$ cat src/rtl/gpio_arb_pkg.sv
// gpio_arb_pkg
//   Shared types and constants for the GPIO APB arbiter slice.
//   - arb_state_e : arbiter FSM states (IDLE, SETUP, ACCESS)
//   - APB_ADDR_W / APB_DATA_W / APB_STRB_W : APB bus field widths
package gpio_arb_pkg;

   localparam int APB_ADDR_W = 12;
   localparam int APB_DATA_W = 32;
   localparam int APB_STRB_W = 4;

   typedef enum logic [1:0] {
      IDLE   = 2'd0,
      SETUP  = 2'd1,
      ACCESS = 2'd2
   } arb_state_e;

endpackage

$ cat src/rtl/gpio_rr_arbiter.sv
// gpio_rr_arbiter
//   Combinational round-robin picker. Searches the request vector starting
//   at (last_grant + 1) mod NUM_REQ and wraps around; the first set request
//   found wins.
// Ports:
//   req        in  [NUM_REQ-1:0]  request vector
//   last_grant in  [IDX_W-1:0]    index granted most recently
//   grant      out [NUM_REQ-1:0]  one-hot winner (all zero when no request)
//   grant_idx  out [IDX_W-1:0]    binary index of the winner
module gpio_rr_arbiter #(
   parameter int NUM_REQ = 4,
   localparam int IDX_W  = $clog2(NUM_REQ)
) (
   input  logic [NUM_REQ-1:0] req,
   input  logic [IDX_W-1:0]   last_grant,
   output logic [NUM_REQ-1:0] grant,
   output logic [IDX_W-1:0]   grant_idx
);

   // One extra bit so last_grant + NUM_REQ never overflows before the wrap.
   logic [IDX_W:0]     sum_w    [NUM_REQ];
   logic [IDX_W-1:0]   cand_idx [NUM_REQ];
   logic [NUM_REQ-1:0] cand_hit;

   // Slot gi holds the requester visited at search offset gi+1.
   for (genvar gi = 0; gi < NUM_REQ; gi++) begin : g_cand
      assign sum_w[gi]    = {1'b0, last_grant} + (IDX_W+1)'(gi + 1);
      assign cand_idx[gi] = (sum_w[gi] >= (IDX_W+1)'(NUM_REQ))
                            ? IDX_W'(sum_w[gi] - (IDX_W+1)'(NUM_REQ))
                            : sum_w[gi][IDX_W-1:0];
      assign cand_hit[gi] = req[cand_idx[gi]];
   end

   // Walk from the far end so the nearest hit is the one left standing.
   always_comb begin
      grant_idx = '0;
      for (int k = NUM_REQ - 1; k >= 0; k--) begin
         if (cand_hit[k]) begin
            grant_idx = cand_idx[k];
         end
      end
      grant = '0;
      if (|cand_hit) begin
         grant[grant_idx] = 1'b1;
      end
   end

endmodule

$ cat src/rtl/gpio_apb_arbiter.sv
// gpio_apb_arbiter
//   Arbitrates NUM_REQ requesters onto a single APB master port that feeds
//   gpio_controller. One transfer at a time: IDLE -> SETUP -> ACCESS -> IDLE.
//   Optional build macro GPIO_APB_ARB_TIMEOUT_EN adds an ACCESS-phase
//   watchdog that aborts after TIMEOUT_CYCLES cycles without pready.
// Ports:
//   sys_clk, rst_n                      clock, synchronous active-low reset
//   req_valid / req_ready               per-requester request / accept strobe
//   req_addr/write/wdata/strb           per-requester transfer fields
//   resp_valid, resp_rdata, resp_err    one-hot completion + shared response
//   paddr..pwdata (out), prdata/pready/pslverr (in)   APB master
module gpio_apb_arbiter
   import gpio_arb_pkg::*;
#(
   parameter int NUM_REQ        = 4,
   parameter int TIMEOUT_CYCLES = 16
) (
   input  logic                                 sys_clk,
   input  logic                                 rst_n,
   input  logic [NUM_REQ-1:0]                   req_valid,
   output logic [NUM_REQ-1:0]                   req_ready,
   input  logic [NUM_REQ-1:0][APB_ADDR_W-1:0]   req_addr,
   input  logic [NUM_REQ-1:0]                   req_write,
   input  logic [NUM_REQ-1:0][APB_DATA_W-1:0]   req_wdata,
   input  logic [NUM_REQ-1:0][APB_STRB_W-1:0]   req_strb,
   output logic [NUM_REQ-1:0]                   resp_valid,
   output logic [APB_DATA_W-1:0]                resp_rdata,
   output logic                                 resp_err,
   output logic [APB_ADDR_W-1:0]                paddr,
   output logic                                 pwrite,
   output logic                                 psel,
   output logic                                 penable,
   output logic [APB_STRB_W-1:0]                pstrb,
   output logic [APB_DATA_W-1:0]                pwdata,
   input  logic [APB_DATA_W-1:0]                prdata,
   input  logic                                 pready,
   input  logic                                 pslverr
);

   localparam int IDX_W = $clog2(NUM_REQ);

   if (NUM_REQ < 2 || NUM_REQ > 8) begin : g_bad_num_req
      $error("gpio_apb_arbiter: NUM_REQ must be in 2..8");
   end
   if (TIMEOUT_CYCLES < 1) begin : g_bad_timeout
      $error("gpio_apb_arbiter: TIMEOUT_CYCLES must be at least 1");
   end

   arb_state_e              state_reg;
   logic [IDX_W-1:0]        last_grant_reg;
   logic [IDX_W-1:0]        idx_reg;
   logic [NUM_REQ-1:0]      req_ready_reg;
   logic [NUM_REQ-1:0]      resp_valid_reg;
   logic [APB_DATA_W-1:0]   resp_rdata_reg;
   logic                    resp_err_reg;
   logic [APB_ADDR_W-1:0]   paddr_reg;
   logic                    pwrite_reg;
   logic                    psel_reg;
   logic                    penable_reg;
   logic [APB_STRB_W-1:0]   pstrb_reg;
   logic [APB_DATA_W-1:0]   pwdata_reg;

   logic [NUM_REQ-1:0]      grant_onehot;
   logic [IDX_W-1:0]        grant_idx;
   logic [NUM_REQ-1:0]      idx_onehot;

`ifdef GPIO_APB_ARB_TIMEOUT_EN
   localparam int TO_W = $clog2(TIMEOUT_CYCLES + 1);
   logic [TO_W-1:0]         to_cnt_reg;
`endif

   gpio_rr_arbiter #(
      .NUM_REQ   (NUM_REQ)
   ) u_rr (
      .req        (req_valid),
      .last_grant (last_grant_reg),
      .grant      (grant_onehot),
      .grant_idx  (grant_idx)
   );

   // Completion strobe is rebuilt from the latched index, not from req_valid.
   for (genvar gi = 0; gi < NUM_REQ; gi++) begin : g_idx_onehot
      assign idx_onehot[gi] = (idx_reg == IDX_W'(gi));
   end

   always_ff @(posedge sys_clk) begin
      if (!rst_n) begin
         state_reg      <= IDLE;
         last_grant_reg <= IDX_W'(NUM_REQ - 1);
         idx_reg        <= '0;
         req_ready_reg  <= '0;
         resp_valid_reg <= '0;
         resp_rdata_reg <= '0;
         resp_err_reg   <= 1'b0;
         paddr_reg      <= '0;
         pwrite_reg     <= 1'b0;
         psel_reg       <= 1'b0;
         penable_reg    <= 1'b0;
         pstrb_reg      <= '0;
         pwdata_reg     <= '0;
`ifdef GPIO_APB_ARB_TIMEOUT_EN
         to_cnt_reg     <= '0;
`endif
      end else begin
         // Both strobes are single-cycle pulses.
         req_ready_reg  <= '0;
         resp_valid_reg <= '0;
         case (state_reg)
            IDLE: begin
               if (|req_valid) begin
                  req_ready_reg <= grant_onehot;
                  idx_reg       <= grant_idx;
                  paddr_reg     <= req_addr[grant_idx];
                  pwrite_reg    <= req_write[grant_idx];
                  pwdata_reg    <= req_wdata[grant_idx];
                  // Reads never carry byte strobes on the bus.
                  pstrb_reg     <= req_write[grant_idx] ? req_strb[grant_idx] : '0;
                  psel_reg      <= 1'b1;
                  penable_reg   <= 1'b0;
                  state_reg     <= SETUP;
               end
            end
            SETUP: begin
               penable_reg <= 1'b1;
               state_reg   <= ACCESS;
`ifdef GPIO_APB_ARB_TIMEOUT_EN
               to_cnt_reg  <= '0;
`endif
            end
            ACCESS: begin
               if (pready) begin
                  psel_reg       <= 1'b0;
                  penable_reg    <= 1'b0;
                  resp_valid_reg <= idx_onehot;
                  resp_rdata_reg <= pwrite_reg ? '0 : prdata;
                  resp_err_reg   <= pslverr;
                  last_grant_reg <= idx_reg;
                  state_reg      <= IDLE;
               end
`ifdef GPIO_APB_ARB_TIMEOUT_EN
               // Counter holds the number of ACCESS cycles already spent
               // without pready; this one is the last allowed.
               else if (to_cnt_reg == TO_W'(TIMEOUT_CYCLES - 1)) begin
                  psel_reg       <= 1'b0;
                  penable_reg    <= 1'b0;
                  resp_valid_reg <= idx_onehot;
                  resp_rdata_reg <= '0;
                  resp_err_reg   <= 1'b1;
                  last_grant_reg <= idx_reg;
                  state_reg      <= IDLE;
               end else begin
                  to_cnt_reg <= to_cnt_reg + 1'b1;
               end
`endif
            end
            default: begin
               psel_reg    <= 1'b0;
               penable_reg <= 1'b0;
               state_reg   <= IDLE;
            end
         endcase
      end
   end

   assign req_ready  = req_ready_reg;
   assign resp_valid = resp_valid_reg;
   assign resp_rdata = resp_rdata_reg;
   assign resp_err   = resp_err_reg;
   assign paddr      = paddr_reg;
   assign pwrite     = pwrite_reg;
   assign psel       = psel_reg;
   assign penable    = penable_reg;
   assign pstrb      = pstrb_reg;
   assign pwdata     = pwdata_reg;

endmodule

$ cat config.mk
export PLATFORM = sky130hd
export DESIGN_NAME = gpio_apb_arbiter
export DESIGN_NICKNAME = d
export VERILOG_FILES = /design/src/rtl/gpio_arb_pkg.sv /design/src/rtl/gpio_rr_arbiter.sv /design/src/rtl/gpio_apb_arbiter.sv
export SDC_FILE = /design/constraint.sdc
export NUM_CORES = 1
export LEC_CHECK = 0
export CAP_MARGIN = 20
export CORE_AREA = 2 2 127 129
export CTS_CLUSTER_SIZE = 25
export DETAILED_ROUTE_END_ITERATION = 6
export DIE_AREA = 0 0 129 131
export GPL_ROUTABILITY_DRIVEN = 1
export HOLD_SLACK_MARGIN = 0.03
export MAX_ROUTING_LAYER = met4
export PLACE_DENSITY_LB_ADDON = 0.2
export REMOVE_ABC_BUFFERS = 1
export SLEW_MARGIN = 10
export SYNTH_ARGS = -nofsm -noshare
export SYNTH_HDL_FRONTEND = slang
export SYNTH_HIERARCHICAL = 1
export SYNTH_SLANG_ARGS = --single-unit
$ cat constraint.sdc
create_clock -name sys_clk -period 4.2 [get_ports sys_clk]
set_input_delay 0.63 -clock sys_clk [delete_from_list [all_inputs] [get_ports sys_clk]]
set_output_delay 0.63 -clock sys_clk [all_outputs]
set_load 0.01 [all_outputs]
==> impl_metrics.json, run 1 <==
{
  "diodes": 0,
  "hold-worst-slack_ps": 472.2,
  "drv_cap": 0,
  "worst_slack_ps": 1339,
  "fin_crit_sh_pct": 68.11,
  "drt_wl_total_um": 18460,
  "syn_area_per_cell_um2": 11.20,
  "p_sw_share_pct": 27.35,
  "synth_commonest_cells": "dfxtp_1 (97), mux4_2 (49), o21ai_0 (46)",
  "cts_tree": "yes",
  "crit_path_top_delay_cell": "clkdlybuf4s50_1",
  "cts-resized-gates": 0,
  "antenna_found_initial": 0,
  "post-route-drc-count": 0,
  "clk_latency_ps": 350,
  "synth.most_common_cell": "dfxtp_1",
  "pwr-share-clk_pct": 30.2,
  "hold_path_class": "reg -> reg",
  "synthCells": 444,
  "drive_gt1_share_pct": 17.02,
  "critical_path_required_ps": 4420,
  "grt_max_degree": 51,
  "crit_family": "buffers and inverters",
  "hold_path_depth": 1,
  "place.port_buffers": 327,
  "post-cts-setup-buffers": 0,
  "dieArea_um2": 16900,
  "slew_headroom_pct": 32.94,
  "rsz0062_at_grt": "false",
  "powerDensity_nw_per_um2": 310.2,
  "clock_path_buffers": 2,
  "end_kind": "register",
  "dp_hpwl_um": 14010,
  "clock_sinks": 97,
  "status": "finished, final reports clean",
  "critPathMostFrequentCell": "a21oi_1",
  "synth_edf_count": 0,
  "ys_seq_area_share_pct": 39.06,
  "path_cells": "clkdlybuf4s50_1 > nor2b_1 > a21oi_1 > o221ai_4 > buf_4 > mux4_2 > nand3_1 > a21oi_1",
  "p_leak_nw": 3.054,
  "fin_nets": 977,
  "synth_top_area_cell": "dfxtp_1",
  "syn_area_um2": 4971,
  "cts_hold_buf": 0,
  "final.min_clock_period_ps": 2861,
  "initial_core_util_pct": 31.87,
  "gr-total-overflow": 0,
  "yosys_most_used_dff": "dfxtp_1",
  "grt.total_usage_pct": 21.56,
  "yosys_warnings": 6,
  "placed_area_um2": 8346,
  "chipWidth_um": 129,
  "ctsRootBufferMaster": "clkbuf_16",
  "setup_violations": 0,
  "cts_buffers": 9,
  "synth-seq-cells": 97,
  "p_int_mw": 1.950,
  "finalHoldViolCount": 0,
  "async_flop_share_pct": 0,
  "slew_viol_final": 0,
  "areaGrowthSynthToFinish_pct": 74.08,
  "htree_levels": 3,
  "cp_num_buf_inv": 2,
  "p_sw_mw": 0.7342,
  "r2r_cells": 7,
  "synth_area_leaders": "dfxtp_1 (39%), mux4_2 (22%), a22o_1 (5.6%), o21ai_0 (4.6%), nand3_2 (4.2%)",
  "worstPathMaxFanout": 17,
  "row_count": 46,
  "skew_ps": 9.736,
  "cts.clk_slew.worst_paths_ps": 70,
  "yosysUniqueCellTypes": 44,
  "grt_pass1_vias": 5030,
  "stdcell_area_um2": 8653,
  "max_stage_delay_ps": 760,
  "io-pin-count": 328,
  "wl_per_cell_um": 19.19,
  "critPathKind": "in -> reg",
  "clock.fmax_mhz": 349.6,
  "cp.arrival_ps": 3080,
  "start_kind": "primary input",
  "num_vias": 4938,
  "seqPwrFrac_pct": 38.7,
  "die_h_um": 131,
  "gp_congestion": 0.7653,
  "drtIter0Drc": 195,
  "synth_top_area_share_pct": 39.06,
  "routed_via_density": 5.133,
  "drtPass1Iterations": 4,
  "p_comb_share_pct": 31.1,
  "postRouteAntennaNets": 0,
  "pre_cts_slack_ps": 963.9,
  "design.core.area_um2": 15600,
  "power.total_mw": 2.684,
  "path_depth": 8,
  "tightest_slew_ps": 1004,
  "vdd_drop_max_uv": 178.0,
  "grt_first_pass_wirelength_um": 26530
}
## worst register-to-register path: stages (launching register included)
cell and delay, ps:
dfxtp_1 610, nand2b_1 180, a21oi_1 110, o221ai_4 230, buf_4 380, mux4_2 570, nand3_1 100, a21oi_1 80
## path summary, 6_finish.rpt
check                           slack (ps)         startpoint             to
worst max-delay path                  1340       req_valid[3]     pwdata[14]
worst max register to register        1830  last_grant_reg[1]     pwdata[14]
worst min-delay path                   470         idx_reg[0]  resp_valid[2]
worst min register to register         470         idx_reg[0]  resp_valid[2]
## power by group through the flow
stage          clock [mW]  combinational, mW  sequential [mW]
3_3_place_gp            0              0.829             1.06
3_5_place_dp            0              0.838             1.06
2_1_floorplan           0              0.361             1.08
6_report            0.810              0.835             1.04
4_1_cts             0.838              0.842             1.04
5_1_grt             0.869              0.900             1.05
## cell usage in the layout (no fill, tap or decap), types with 5 or more instances in the layout
master,Yosys,final
o21ai_0,46,46
clkdlybuf4s50_1,0,327
a22o_1,32,32
clkbuf_16,0,9
o22ai_1,5,5
buf_4,4,5
a21oi_1,30,30
nand3_2,21,21
a21oi_2,20,20
o21ai_1,5,5
dfxtp_1,97,97
and2_1,6,6
nor2_1,10,8
nand2_1,10,10
nand3_1,27,27
mux4_2,49,49
## cells by family (layout without fill, tap and decap cells)
kind of cell / after synthesis / in the layout / synth area share (%)
AOI/OAI and AO/OA: 151 / 151 / 20.19
muxes: 51 / 51 / 22.60
buffers and inverters: 56 / 358 / 6.695
DFF: 97 / 97 / 39.06
and+or+nand+nor: 89 / 89 / 11.45
## final cells by class
class                           count  area (um2)
Multi-Input combinational cell    291        2740
Timing Repair Buffer              336        3386
Clock buffer                       12       266.5
Clock inverter                      4       26.28
Inverter                            6       22.52
Fill cell                        1352        6944
Sequential cell                    97        1942
Tap cell                          216       270.3
## metal layers
metal | vias to the layer above | wire (um) | GRT usage (%)
met5 | - | 0 | -
met4 | 0 | 430 | 8.760
met3 | 31 | 1804 | 7.410
met2 | 244 | 9676 | 38.75
met1 | 2372 | 6551 | 21.45
li1 | 2291 | - | -
## metrics by stage
stage	std cells	setup TNS (ps)	util, %
floorplan	394	-103550	-
global placement	944	0	53.38
detailed placement	945	0	53.51
CTS	961	0	55.38
global route	962	0	55.48
finish	962	0	55.48
Power figures use the tool's default switching activity.
==> run 2, diff against run 1 <==
--- a/config.mk
+++ b/config.mk
@@ -6,10 +6,10 @@
 export NUM_CORES = 1
 export LEC_CHECK = 0
 export CAP_MARGIN = 20
-export CORE_AREA = 2 2 127 129
+export CORE_AREA = 2 2 126 128
 export CTS_CLUSTER_SIZE = 25
 export DETAILED_ROUTE_END_ITERATION = 6
-export DIE_AREA = 0 0 129 131
+export DIE_AREA = 0 0 128 130
 export GPL_ROUTABILITY_DRIVEN = 1
 export HOLD_SLACK_MARGIN = 0.03
 export MAX_ROUTING_LAYER = met4
==> constraint.sdc (replaced) <==
create_clock -name sys_clk -period 3 [get_ports sys_clk]
set_input_delay 0.45 -clock sys_clk [delete_from_list [all_inputs] [get_ports sys_clk]]
set_output_delay 0.45 -clock sys_clk [all_outputs]
set_load 0.01 [all_outputs]
==> impl_metrics.json, run 2 (same netlist as run 1, synthesis figures left out) <==
{
  "grt_max_degree": 49,
  "grtUsageMet1_pct": 23.42,
  "io-pin-count": 328,
  "drtIter0Drc": 154,
  "cts_tree": "yes",
  "drt_wl_total_um": 18260,
  "slew_headroom_pct": 43.53,
  "status": "finished, final reports clean",
  "nFillCells": 1334,
  "wl_per_cell_um": 19.33,
  "cts.clk_slew.worst_paths_ps": 70,
  "clk_latency_ps": 340,
  "tns_ps": 0,
  "post-cts-setup-buffers": 0,
  "worst_slack_ps": 641.9,
  "routed_via_density": 5.286,
  "worstPathMaxFanout": 30,
  "ctsRootBufferMaster": "clkbuf_16",
  "start_kind": "register",
  "clock.fmax_mhz": 424.1,
  "grt_pass1_vias": 5190,
  "tightest_slew_ps": 847.0,
  "power.total_mw": 3.972,
  "final_common_cell": "clkdlybuf4s50_1",
  "crit_path_top_delay_cell": "dfxtp_1",
  "postRouteAntennaNets": 0,
  "fin_util_pct": 56.62,
  "dp_hpwl_um": 14100,
  "cts_hold_buf": 0,
  "design.core.area_um2": 15420,
  "pre_cts_slack_ps": 299.7,
  "slew_viol_final": 0,
  "p_leak_nw": 3.101,
  "setup_violations": 0,
  "antenna_found_initial": 0,
  "cp.arrival_ps": 2580,
  "row_count": 46,
  "grt_first_pass_wirelength_um": 27340,
  "end_kind": "register",
  "place.port_buffers": 327,
  "drive_gt1_share_pct": 17.55,
  "final.min_clock_period_ps": 2358,
  "gp_congestion": 0.8441,
  "drtPass1Iterations": 4,
  "max_stage_delay_ps": 640,
  "die_h_um": 130,
  "drv_cap": 0,
  "fin_nets": 983,
  "path_cells": "nand2b_1 > a21oi_1 > o221ai_4 > buf_12 > mux4_2 > nand2_1 > o22ai_1",
  "fin_crit_sh_pct": 78.60,
  "vdd_drop_max_uv": 340.0,
  "powerDensity_nw_per_um2": 454.8,
  "htree_levels": 3,
  "dieArea_um2": 16640,
  "clock_path_buffers": 2,
  "chipWidth_um": 128,
  "cts-resized-gates": 0,
  "post-route-drc-count": 0,
  "gr-total-overflow": 0,
  "cts_buffers": 9,
  "fin_cells": 945,
  "cp_num_buf_inv": 1,
  "grtUsageMet2_pct": 37.09,
  "finalHoldViolCount": 0,
  "rsz0062_at_grt": "false",
  "critPathKind": "reg -> reg",
  "grtUsageMet3_pct": 6.478,
  "dp_cells": 927,
  "hold_path_class": "reg -> reg",
  "critical_path_required_ps": 3220,
  "grt.total_usage_pct": 21.94,
  "areaGrowthSynthToFinish_pct": 75.69,
  "num_vias": 4995,
  "busiest_layer": "met2",
  "clock_sinks": 97,
  "skew_ps": 5.678,
  "crit_family": "flip-flops",
  "initial_core_util_pct": 32.23,
  "final_cell_mix": "clkdlybuf4s50_1 (327), dfxtp_1 (97), mux4_2 (49)"
}
[run 2: worst paths after layout]
check / cells after the start / from / endpoint / slack (ps)
max: 7 / last_grant_reg[1] / pstrb[2] / 640
min: 2 / pstrb[1] / pstrb[1] / 470
max reg2reg: 7 / last_grant_reg[1] / pstrb[2] / 640
min reg2reg: 2 / pstrb[1] / pstrb[1] / 470
[run 2: where the power goes]
group | leakage (nW) | switching (mW) | internal (mW)
logic | 2.15 | 0.468 | 0.719
registers | 0.794 | 0.0622 | 1.39
clock network | 0.159 | 0.512 | 0.819
total | 3.10 | 1.04 | 2.93
[run 2: worst min-delay path: cells and delay by family, from the launching register on]
family           cells  cell delay (ps)
flip-flops           1              310
AO/OA/AOI/OAI        1               60
AND/OR/NAND/NOR      1               50
[run 2: area by class of cell]
class	count	area, um2	area share (%)
clock buffer	10	229.0	2.622
clock inverter	6	113.9	1.304
sequential	97	1942	22.23
tap	192	240.2	2.751
timing repair buffer	342	3443	39.43
inverter	6	22.52	0.2579
antenna	1	2.502	0.02865
multi-input combinational	291	2740	31.38
[run 2: through the flow]
stage | hold slack (ps) | area [um2]
floorplan | 439.8 | 4661
global placement | 457.3 | 8373
detailed placement | 463.9 | 8373
CTS | 474.3 | 8716
global route | 492.2 | 8731
finish | 473.8 | 8733
[run 2: metal layers]
metal	vias up	routed length (um)
li1	2304	-
met1	2385	6732
met2	251	9095
met3	55	1651
met4	0	784
met5	-	0
